===== config.mk =====
export PLATFORM = sky130hd
export DESIGN_NAME = cam_capture_scaled
export DESIGN_NICKNAME = d
export VERILOG_FILES = /design/src/rtl/cam_capture_scaled.sv
export SDC_FILE = /design/constraint.sdc
export NUM_CORES = 1
export LEC_CHECK = 0
export BUFFER_PORTS_ARGS = -buffer_cell sky130_fd_sc_hd__buf_4
export CAP_MARGIN = 15
export CORE_MARGIN = 2
export CORE_UTILIZATION = 50
export DETAILED_ROUTE_END_ITERATION = 6
export PLACE_DENSITY_LB_ADDON = 0.05
export SETUP_SLACK_MARGIN = 0.1
export SYNTH_ARGS = -nofsm -noshare
export SYNTH_HDL_FRONTEND = slang
export SYNTH_SLANG_ARGS = --single-unit

===== constraint.sdc =====
create_clock -name clk -period 1.7 [get_ports clk]
set_input_delay 0 -clock clk [delete_from_list [all_inputs] [get_ports clk]]
set_output_delay 0 -clock clk [all_outputs]
set_load 0.005 [all_outputs]

===== src/rtl/cam_capture_scaled.sv =====
// cam_capture_scaled: OV7670 byte-stream capture with 2^DEC_LOG2 decimation,
// per-frame colour conversion and linear frame-buffer write addressing.
//
// Ports:
//   clk, rst        capture clock (camera PCLK), synchronous active-high reset
//   CAM_px_data     camera data byte, two bytes per pixel
//   CAM_href        line valid
//   CAM_vsync       frame sync, high between frames
//   capture_en      arm capture of the next frame (sampled at frame start)
//   mode            0/3 RGB565, 1 RGB444 (xR GB), 2 YUYV luma (sampled at frame start)
//   DP_RAM_regW     buffer write enable, one cycle per kept pixel
//   DP_RAM_addr_in  buffer write address
//   DP_RAM_data_in  buffer write data (DW=12 RGB444, DW=8 RGB332)
//   frame_done      one-cycle pulse when a captured frame ends
//   frame_err       error status of the last completed frame
//   frame_cnt       completed frame count, wraps 255 -> 0
module cam_capture_scaled #(
    parameter int AW       = 15,
    parameter int DW       = 12,
    parameter int IN_W     = 640,
    parameter int IN_H     = 480,
    parameter int DEC_LOG2 = 2
) (
    input  logic          clk,
    input  logic          rst,
    input  logic [7:0]    CAM_px_data,
    input  logic          CAM_href,
    input  logic          CAM_vsync,
    input  logic          capture_en,
    input  logic [1:0]    mode,
    output logic          DP_RAM_regW,
    output logic [AW-1:0] DP_RAM_addr_in,
    output logic [DW-1:0] DP_RAM_data_in,
    output logic          frame_done,
    output logic          frame_err,
    output logic [7:0]    frame_cnt
);
    localparam int OUT_W = IN_W >> DEC_LOG2;
    localparam int OUT_H = IN_H >> DEC_LOG2;
    localparam int CW    = $clog2(IN_W + 1);
    localparam int RW    = $clog2(IN_H + 1);
    localparam logic [AW-1:0] LAST_ADDR = AW'(OUT_W * OUT_H - 1);
    localparam logic [CW-1:0] COL_END   = CW'(IN_W);
    localparam logic [RW-1:0] ROW_END   = RW'(IN_H);
    localparam logic [CW-1:0] COL_MASK  = CW'((1 << DEC_LOG2) - 1);
    localparam logic [RW-1:0] ROW_MASK  = RW'((1 << DEC_LOG2) - 1);

    typedef enum logic {S_WAIT, S_ACTIVE} state_t;

    state_t        state_q, state_d;
    logic          vsync_q, href_q;
    logic [1:0]    mode_q, mode_d;
    logic          phase_q, phase_d;
    logic [7:0]    b0_q, b0_d;
    logic [CW-1:0] col_q, col_d;
    logic [RW-1:0] row_q, row_d;
    logic [AW-1:0] addr_q, addr_d;
    logic          err_acc_q, err_acc_d;
    logic          regw_q, regw_d;
    logic [AW-1:0] wr_addr_q, wr_addr_d;
    logic [DW-1:0] wr_data_q, wr_data_d;
    logic          done_q, done_d;
    logic          ferr_q, ferr_d;
    logic [7:0]    cnt_q, cnt_d;

    logic fs, fe;
    logic active, start, end_frame, busy, byte0, pix, line_end;
    logic in_range, keep;
    logic [11:0]   p12;
    logic [DW-1:0] pix_dw;

    assign fs = vsync_q & ~CAM_vsync;
    assign fe = ~vsync_q & CAM_vsync;

    // FSM: state register
    always_ff @(posedge clk) begin
        if (rst)
            state_q <= S_WAIT;
        else
            state_q <= state_d;
    end

    // FSM: next state; a frame start while active just restarts the frame
    always_comb begin
        state_d = (state_q == S_WAIT) ? ((fs && capture_en) ? S_ACTIVE : S_WAIT)
                                      : (fe ? S_WAIT : S_ACTIVE);
    end

    // FSM: control strobes; frame sync edges take priority over line data
    always_comb begin
        active    = (state_q == S_ACTIVE);
        start     = fs && (active || capture_en);
        end_frame = active && fe;
        busy      = active && !fs && !fe;
        byte0     = busy && CAM_href && !phase_q;
        pix       = busy && CAM_href && phase_q;
        line_end  = busy && href_q && !CAM_href;
    end

    // Colour conversion of the pixel formed from {b0, current byte}
    always_comb begin
        p12 = (mode_q == 2'd1) ? {b0_q[3:0], CAM_px_data} :
              (mode_q == 2'd2) ? {3{b0_q[7:4]}} :
                                 {b0_q[7:4], b0_q[2:0], CAM_px_data[7], CAM_px_data[4:1]};
    end

    if (DW == 8) begin : g_rgb332
        assign pix_dw = {p12[11:9], p12[7:5], p12[3:2]};
    end else begin : g_rgb444
        assign pix_dw = p12;
    end

    // Datapath next state
    always_comb begin
        in_range  = (col_q < COL_END) && (row_q < ROW_END);
        keep      = pix && in_range && ((col_q & COL_MASK) == '0) && ((row_q & ROW_MASK) == '0);
        mode_d    = start ? mode : mode_q;
        phase_d   = (start || line_end) ? 1'b0 : byte0 ? 1'b1 : pix ? 1'b0 : phase_q;
        b0_d      = byte0 ? CAM_px_data : b0_q;
        col_d     = (start || line_end) ? '0 :
                    (pix && col_q != COL_END) ? col_q + CW'(1) : col_q;
        row_d     = start ? '0 : (line_end && row_q != ROW_END) ? row_q + RW'(1) : row_q;
        // saturating so the address never leaves the OUT_W*OUT_H window
        addr_d    = start ? '0 : (keep && addr_q != LAST_ADDR) ? addr_q + AW'(1) : addr_q;
        // excess pixels, short/long lines and odd byte counts all poison the frame
        err_acc_d = start ? 1'b0 :
                    err_acc_q | (pix && !in_range) | (line_end && (phase_q || col_q != COL_END));
        regw_d    = keep;
        wr_addr_d = keep ? addr_q : wr_addr_q;
        wr_data_d = keep ? pix_dw : wr_data_q;
        done_d    = end_frame;
        ferr_d    = end_frame ? (err_acc_q || row_q != ROW_END) : ferr_q;
        cnt_d     = cnt_q + 8'(end_frame);
    end

    always_ff @(posedge clk) begin
        if (rst) begin
            vsync_q   <= 1'b1;
            href_q    <= 1'b0;
            mode_q    <= '0;
            phase_q   <= 1'b0;
            b0_q      <= '0;
            col_q     <= '0;
            row_q     <= '0;
            addr_q    <= '0;
            err_acc_q <= 1'b0;
            regw_q    <= 1'b0;
            wr_addr_q <= '0;
            wr_data_q <= '0;
            done_q    <= 1'b0;
            ferr_q    <= 1'b0;
            cnt_q     <= '0;
        end else begin
            vsync_q   <= CAM_vsync;
            href_q    <= CAM_href;
            mode_q    <= mode_d;
            phase_q   <= phase_d;
            b0_q      <= b0_d;
            col_q     <= col_d;
            row_q     <= row_d;
            addr_q    <= addr_d;
            err_acc_q <= err_acc_d;
            regw_q    <= regw_d;
            wr_addr_q <= wr_addr_d;
            wr_data_q <= wr_data_d;
            done_q    <= done_d;
            ferr_q    <= ferr_d;
            cnt_q     <= cnt_d;
        end
    end

    assign DP_RAM_regW    = regw_q;
    assign DP_RAM_addr_in = wr_addr_q;
    assign DP_RAM_data_in = wr_data_q;
    assign frame_done     = done_q;
    assign frame_err      = ferr_q;
    assign frame_cnt      = cnt_q;
endmodule


# After elaboration in Yosys (flattened, before gate mapping)
# Cells that the tools add are included.
[classes]
add_sub_neg = 4
reduce_logical = 33
n_mux = 7
eq_ne = 5
bitwise = 6
n_lt_le_gt_ge = 2
[op_table]
columns = ["cell", "count"]
rows = [
  ["1-bit logical AND", 19],
  ["15-bit by 1-bit adder with 15-bit output (second input constant)", 1],
  ["15-bit inequality test (second input constant)", 1],
  ["12-bit 2-to-1 mux", 1],
  ["10-bit by 1-bit adder with 10-bit output (second input constant)", 1],
  ["10-bit zero test", 1],
  ["10-bit less-than comparator (second input constant)", 1],
  ["10-bit inequality test (second input constant)", 1],
  ["9-bit by 1-bit adder with 9-bit output (second input constant)", 1],
  ["9-bit zero test", 1],
  ["9-bit less-than comparator (second input constant)", 1],
  ["9-bit inequality test (second input constant)", 1],
  ["8-bit by 1-bit adder with 8-bit output", 1],
  ["8-bit 2-to-1 mux", 1],
  ["1-bit zero test", 5],
  ["1-bit 2-to-1 mux", 5],
  ["1-bit logical OR", 4],
  ["2-bit OR reduction", 2],
  ["1-bit bitwise AND", 2],
  ["2-bit by 1-bit == test with 1-bit output (second input constant)", 1],
  ["2-bit == test (second input constant)", 1],
  ["1-bit NOT", 2],
  ["1-bit OR", 2],
  ["2-bit nonzero test", 1],
]
[totals]
inputBits = 15
ff_bits = 87
wordCells = 73

# Depth between registers and ports, before layout
# Gate-level depths: netlist of run 1.
[logic_depth]
ltp_word = 11
ltp_mapped = 8
ltp_nobuf = 7

# Worst setup path after synthesis of run 1
# OpenSTA, ideal clock, no wires.
[synth_timing]
path_kind = "reg-to-reg"
from = "register vsync_q"
to = "register addr_q[14]"
stages_incl_launch_ff = 7
synth_period_minus_slack_ns = 1.813
slack_ns = -0.113
arrival_time_ns = 1.742
cell_sequence = "dfxtp_1 xnor2_2 nand3_4 or2_1 buf_6 or4_1 a21oi_1"
[synth_between]
elab_chain_len = 10
[synth_lines]
columns = ["item", "line_no", "rtl"]
rows = [
  ["start: declaration", "51", "logic vsync_q, href_q;"],
  ["start signal: assignment", "154", "vsync_q <= CAM_vsync;"],
  ["1-bit bitwise AND or 1-bit NOT (tied branches)", "72, 73", ""],
  ["1-bit zero test or 1-bit bitwise AND (tied branches)", "94, 73", ""],
  ["1-bit logical AND or 1-bit zero test (tied branches)", "94", "busy = active && !fs && !fe;"],
  ["1-bit logical AND", "94", ""],
  ["1-bit logical AND (2 in a row)", "96", "pix = busy && CAM_href && phase_q;"],
  ["1-bit logical AND (3 in a row)", "116", "keep = pix && in_range && ((col_q & COL_MASK) == '0) && ((row_q & ROW_MASK) == '0);"],
  ["1-bit logical AND", "124", "addr_d = start ? '0 : (keep && addr_q != LAST_ADDR) ? addr_q + AW'(1) : addr_q;"],
  ["end signal: assignment", "161", "addr_q <= addr_d;"],
  ["end: declaration", "57", "logic [AW-1:0] addr_q, addr_d;"],
]
# Parallel ways exist; a longest one is shown, timed or not.
# A chain may end at the register's enable or synchronous reset.

# Worst setup path in the final report of run 1
[layout_timing]
from = "register addr_q[12]"
to = "register addr_q[5]"
[layout_between]
elab_chain_len = 2
[layout_lines]
columns = ["item", "line_no"]
rows = [
  ["15-bit inequality test", "124"],
  ["1-bit logical AND", "124"],
]
# No other way between the ends.

==> results of run 1 <==
==> what timing repair did <==
| item | CTS | global route |
|---|---|---|
| gates cloned | 1 | 1 |
| buffers inserted | 2 | 5 |
| endpoints found under the hold margin | 12 | 0 |
| pin swaps | 3 | 12 |
| setup endpoints to repair | 11 | 57 |
| gates resized for setup | 7 | 39 |
| hold buffers | 12 | 0 |
==> final timing paths <==
kind                                                         to  slack (ns)  depth (start not counted)
worst max-delay path                     addr_q[5]$_SDFFE_PP0P_        0.02                          5
worst min-delay path                    frame_cnt[3]$_SDFF_PP0_       0.009                          2
worst max register to register           addr_q[5]$_SDFFE_PP0P_        0.02                          5
worst min register to register  DP_RAM_addr_in[11]$_SDFFE_PP0P_        0.46                          2
==> area by class of cell <==
| type | count | share of cell area, % |
|---|---|---|
| clock buffer | 12 | 3.00 |
| clock inverter | 4 | 0.387 |
| inverter | 8 | 0.581 |
| multi-input combinational | 343 | 43.7 |
| sequential | 87 | 34.3 |
| tap | 102 | 2.47 |
| timing repair buffer | 98 | 15.6 |
==> worst max-delay path, cell delays in order (launching register included) <==
cell and delay, ns:
dfxtp_2 0.34, or4b_4 0.54, nor4_4 0.29, nor3_4 0.13, a31oi_1 0.22, a41o_1 0.11
==> cells by family after synthesis <==
| logic type | count (synthesis) | synth area share [%] |
|---|---|---|
| compound gates | 69 | 10.8 |
| xor+xnor | 31 | 7.15 |
| flops | 87 | 44.6 |
| buf+inv | 34 | 3.53 |
| mux | 19 | 4.91 |
| simple gates | 216 | 26.8 |
| fa+ha+maj | 7 | 2.24 |
==> per-layer routing <==
metal,vias up,wire [µm],GRT usage (%)
li1,1755,-,-
met1,1624,4240,28.5
met2,104,4200,34.2
met3,25,406,4.72
met5,-,0,0
met4,0,263,7.96
==> power breakdown <==
part           internal (mW)  leakage, nW  switching, mW  total [mW]
sequential              2.04        0.711         0.0173        2.06
combinational          0.111         1.16          0.118       0.229
clock                  0.602       0.0959          0.703        1.31
==> per-stage QoR <==
| step | instances | hold WS, ns |
|---|---|---|
| final | 654 | 0.00861 |
| after global routing | 654 | 0.0103 |
| after CTS | 648 | 0.000502 |
| after detailed placement | 617 | 0.247 |
| after global placement | 617 | 0.238 |
| after floorplan | 463 | 0.107 |
==> layout by cell type (no fill, tap or decap), types with 4 or more instances in the layout <==
cell type and count:
inv_1 4, dfxtp_1 69, inv_2 4, dfxtp_2 14
o211ai_1 4, nor3_1 4, dlygate4sd3_1 12, nor2_1 64
buf_4 82, and3_1 6, nor3_2 6, xor2_1 14
nand2b_1 5, clkbuf_8 11, nand3_1 14, dfxtp_4 4
o21ai_0 8, a211oi_1 7, nand2_1 58, mux2i_1 18
nor2_2 4, xnor2_1 16, nand4_1 15, clkinv_2 4
nor4_2 4, nor2b_1 8, a21oi_1 34
==> registers in the layout, summed over array words and instances, names as in the netlist <==
name,flops
frame_done,1
col_q,10
DP_RAM_regW,1
href_q,1
err_acc_q,1
active,1
frame_cnt,8
frame_err,1
addr_q,15
vsync_q,1
b0_q,8
DP_RAM_addr_in,15
phase_q,1
mode_q,2
row_q,9
DP_RAM_data_in,12
==> flow_metrics.py, run 1 <==
metrics = {
    "sta": {
        "fin_ws_ns": 0.0176,
        "final_hold_viol_count": 0,
        "rsz0062_at_grt": "yes",
        "finalSetupViolations": 0,
        "finalCritPeriodShare_pct": 99.0,
        "relSlewSlack_pct": 68.0,
        "clock_skew_ns": 0.0123,
        "tns_ns": 0,
        "max_freq_mhz": 594,
        "layout_min_cycle_time_ns": 1.68,
        "maxSlewViolCount": 0,
        "tightest_slew_ns": 0.479,
    },
    "global_route": {
        "grt_pass1_vias": 3153,
        "antenna_found_initial": 0,
        "grt_pass1_wl_um": 14700,
        "grt_max_degree": 29,
        "grt_remaining_overflow": 0,
        "track_usage_pct": 21.4,
    },
    "detailed_routing": {
        "via_per_inst": 5.36,
        "wl_per_cell_um": 13.9,
        "drt_iter0_drc": 112,
        "ant_nets": 0,
        "routed_wl_um": 9120,
        "drc": 0,
        "drtPass1Iterations": 6,
        "dr_total_vias": 3508,
    },
    "synth": {
        "synth_area_leaders": "dfxtp_1 45%, nor2_1 6.5%, nand2_1 5.7%, mux2i_1 4.6%, a21oi_1 4.4%",
        "yosysMostFrequentCell": "dfxtp_1",
        "synth_cells": 463,
        "synth_area_per_cell_um2": 8.43,
        "yosysTopAreaCellShare_pct": 44.6,
        "yosysSeqAreaShare_pct": 44.6,
        "ys_async_sr_fraction_pct": 0,
        "synth_area_um2": 3900,
        "yosysTopAreaCell": "dfxtp_1",
        "yosys_warnings": 0,
        "synth_edf_count": 0,
        "synth_ff_type": "dfxtp_1",
        "yosys-top-cells-count": "87 x dfxtp_1, 68 x nor2_1, 59 x nand2_1",
        "synth_seq_cells": 87,
        "synthDistinctLibCells": 52,
        "synthesis.nets": 485,
    },
    "worst_hold_path": {
        "min_from": "rst",
        "hp-class": "in2reg",
    },
    "worst_setup_path": {
        "critPathLaunch": "addr_q[12]$_SDFFE_PP0P_",
        "crit_required_ns": 2.00,
        "cp.arrival_ns": 1.98,
        "critPathKind": "reg2reg",
        "setup.worst_path.start_class": "flip-flop",
        "crit_fanout": 5,
        "worstReg2RegStart": "addr_q[12]$_SDFFE_PP0P_",
        "crit_path_end_kind": "flip-flop",
    },
    "pwr": {
        "ir_drop_v": 0.000425,
        "power_density_nw_per_um2": 695,
        "leakagePower_nw": 1.97,
        "power_mw": 3.59,
    },
    "place": {
        "place_hpwl_um": 6180,
        "place_congestion": 0.859,
        "placed_area_um2": 4630,
        "io_buffers": 52,
        "pre_cts_slack_ns": 0.0413,
    },
    "floorplan": {
        "io-pin-count": 53,
        "coreArea_um2": 7650,
        "start_util_pct": 51.0,
        "die_h_um": 92.3,
        "die_x_um": 92.3,
        "die_area_um2": 8530,
        "rows": 32,
    },
    "run": {
        "cap_violations": 0,
    },
    "status": {
        "status": "finished, final reports clean",
    },
    "cells_and_area": {
        "diodes": 0,
        "syn_to_final_growth_pct": 32.5,
        "seq_area_um2": 1770,
        "drive_above_1_share_pct": 30.4,
        "nNetsFinal": 569,
        "multiInputGateArea_um2": 2260,
        "nFillCells": 619,
        "utilization_pct": 67.6,
        "final_design_area_no_fill_um2": 5170,
    },
    "clocking": {
        "htree_levels": 3,
        "path_clk_slew_ns": 0.09,
        "clockBufferDepth": 2,
        "clk_latency_ns": 0.35,
        "cts_sinks": 87,
        "numCtsBuffers": 9,
        "root_buffer": "clkbuf_8",
        "cts_tree": "done",
    },
}
Note: power is estimated with default switching activity, not from simulation.
==> run 2, diff against run 1 <==
--- a/config.mk
+++ b/config.mk
@@ -11,6 +11,7 @@
 export CORE_UTILIZATION = 50
 export DETAILED_ROUTE_END_ITERATION = 6
 export PLACE_DENSITY_LB_ADDON = 0.05
+export RECOVER_POWER = 100
 export SETUP_SLACK_MARGIN = 0.1
 export SYNTH_ARGS = -nofsm -noshare
 export SYNTH_HDL_FRONTEND = slang
==> run 2 against run 1 <==
Largest power group unchanged. Fmax is essentially flat. Non-clock buffer count is the same. Core utilization shrank 0.74 points. Via count shrank 1.0%. Sequential cell count is the same. Critical path type unchanged. Critical endpoint unchanged. Count of clock-buffer cells in the layout is the same. Combinational power shrank 2%.
==> flow_metrics.py, run 2 (synthesis results as in run 1) <==
metrics = {
    "pwr": {
        "power_density_nw_per_um2": 703,
        "ir_drop_v": 0.000427,
        "leakagePower_nw": 1.93,
    },
    "cells_and_area": {
        "final_cell_mix": "70 x dfxtp_1, 66 x nor2_1, 58 x nand2_1, 41 x buf_4, 38 x clkbuf_4",
        "layoutNonFillerInstCount": 654,
        "final_common_cell": "dfxtp_1",
        "utilization_pct": 66.9,
        "nNetsFinal": 569,
        "nFillCells": 635,
        "diodes": 0,
        "drive_above_1_share_pct": 28.6,
        "syn_to_final_growth_pct": 31.1,
    },
    "detailed_routing": {
        "wl_per_cell_um": 14.0,
        "routed_wl_um": 9150,
        "via_per_inst": 5.31,
        "drtPass1Iterations": 4,
        "ant_nets": 0,
        "drc": 0,
        "drt_iter0_drc": 109,
        "dr_total_vias": 3473,
    },
    "worst_setup_path": {
        "crit_path_end_kind": "flip-flop",
        "ff2ff_path_depth": 5,
        "crit_fanout": 5,
        "worstReg2RegStart": "addr_q[12]$_SDFFE_PP0P_",
        "crit_chain": "or4b_4 -> nor4_4 -> nor3_4 -> a31oi_1 -> a41o_1",
        "cpMaxStageDelayCell": "or4b_4",
        "setup.worst_path.start_class": "flip-flop",
        "critPathKind": "reg2reg",
        "crit_path_max_incr_delay_ns": 0.54,
        "reg2reg_setup_slack_ns": 0.02,
        "rr_endpoint": "addr_q[5]$_SDFFE_PP0P_",
        "crit_required_ns": 2.00,
        "cp.arrival_ns": 1.98,
    },
    "sta": {
        "relSlewSlack_pct": 68.2,
        "layout_min_cycle_time_ns": 1.68,
        "clock_skew_ns": 0.0130,
        "tightest_slew_ns": 0.477,
        "maxSlewViolCount": 0,
        "finalSetupViolations": 0,
        "finalCritPeriodShare_pct": 98.9,
        "final_hold_viol_count": 0,
        "max_freq_mhz": 595,
        "rsz0062_at_grt": "yes",
    },
    "place": {
        "dp.cells": 617,
        "place_hpwl_um": 6180,
        "place_congestion": 0.859,
        "io_buffers": 52,
    },
    "worst_hold_path": {
        "min_path_cells": 2,
        "holdPathEnd": "b0_q[6]$_SDFFE_PP0P_",
        "min_from": "rst",
        "hp-class": "in2reg",
    },
    "global_route": {
        "grt_pass1_vias": 3153,
        "grt_pass1_wl_um": 14700,
        "grt_max_degree": 29,
        "busiest_layer": "met2",
        "grt_use_met1_pct": 28.5,
        "track_usage_pct": 21.4,
        "antenna_found_initial": 0,
        "globalRouteMet3Util_pct": 4.72,
        "grtUsageMet2_pct": 34.2,
        "grt_remaining_overflow": 0,
    },
    "status": {
        "status": "finished, final reports clean",
    },
    "clocking": {
        "path_clk_slew_ns": 0.09,
        "clockBufferDepth": 2,
        "clk_latency_ns": 0.36,
        "root_buffer": "clkbuf_8",
        "cts_sinks": 87,
        "cts_tree": "done",
        "htree_levels": 3,
        "numCtsBuffers": 9,
    },
    "floorplan": {
        "io-pin-count": 53,
        "rows": 32,
        "die_area_um2": 8530,
        "start_util_pct": 51.0,
        "coreArea_um2": 7650,
        "die_h_um": 92.3,
        "die_x_um": 92.3,
    },
    "run": {
        "cap_violations": 0,
    },
}
==> run 2: worst max-delay path by stage <==
stage                                  from                       to  slack [ns]
floorplan             col_q[8]$_SDFFE_PP0P_  addr_q[14]$_SDFFE_PP0P_        0.06
global placement      col_q[8]$_SDFFE_PP0P_   addr_q[5]$_SDFFE_PP0P_        0.07
detailed placement    col_q[1]$_SDFFE_PP0P_   addr_q[5]$_SDFFE_PP0P_        0.04
CTS                 addr_q[10]$_SDFFE_PP0P_   addr_q[6]$_SDFFE_PP0P_        0.05
global route         addr_q[9]$_SDFFE_PP0P_  addr_q[14]$_SDFFE_PP0P_       -0.04
finish              addr_q[12]$_SDFFE_PP0P_   addr_q[5]$_SDFFE_PP0P_        0.02
==> run 2: per-stage QoR <==
stage          hold WS [ns]  instance area [µm²]  power (mW)  setup slack (ns)  TNS, ns
2_1_floorplan         0.107                 4010        2.23            0.0611        0
3_3_place_gp          0.238                 4630        2.30            0.0745        0
3_5_place_dp          0.247                 4630        2.30            0.0413        0
4_1_cts            0.000502                 4960        3.62            0.0537        0
5_1_grt              0.0103                 5120        3.73           -0.0358   -0.292
6_report            0.00590                 5120        3.60            0.0192        0
==> run 2: power by group <==
group | internal, mW | switching [mW] | total, mW
Clock | 0.602 | 0.710 | 1.31
Sequential | 2.04 | 0.0173 | 2.06
Combinational | 0.108 | 0.116 | 0.224
Total | 2.75 | 0.844 | 3.60
==> run 2: per-layer routing <==
metal  wire length, µm  part of all wire (%)
met1              4290                    47
met2              4300                    47
met3               394                   4.3
met4               166                   1.8
met5                 0                     0
==> run 2: critical path: cells and delay by family (launching register included) <==
| family | cells | cell delay, ns |
|---|---|---|
| simple gates | 3 | 0.96 |
| compound gates | 2 | 0.33 |
| flops | 1 | 0.35 |
==> run 2: final cells by class <==
type / instances / area (µm²) / share of cell area (%)
clock buffers: 12 / 155 / 3.03
clock inverters: 4 / 20.0 / 0.391
inverters: 8 / 30.0 / 0.587
multi-input cells: 343 / 2230 / 43.7
flip-flops and latches: 87 / 1770 / 34.7
well taps: 102 / 128 / 2.49
repair buffers: 98 / 776 / 15.2
==> run 2: repair_timing <==
action                                  4_1_cts  5_1_grt
gates resized for setup                       7       39
hold buffers                                 12        0
endpoints found under the setup margin       11       57
endpoints found under the hold margin        12        0
pin swaps                                     3       12
gates cloned                                  1        1
setup buffers                                 2        5
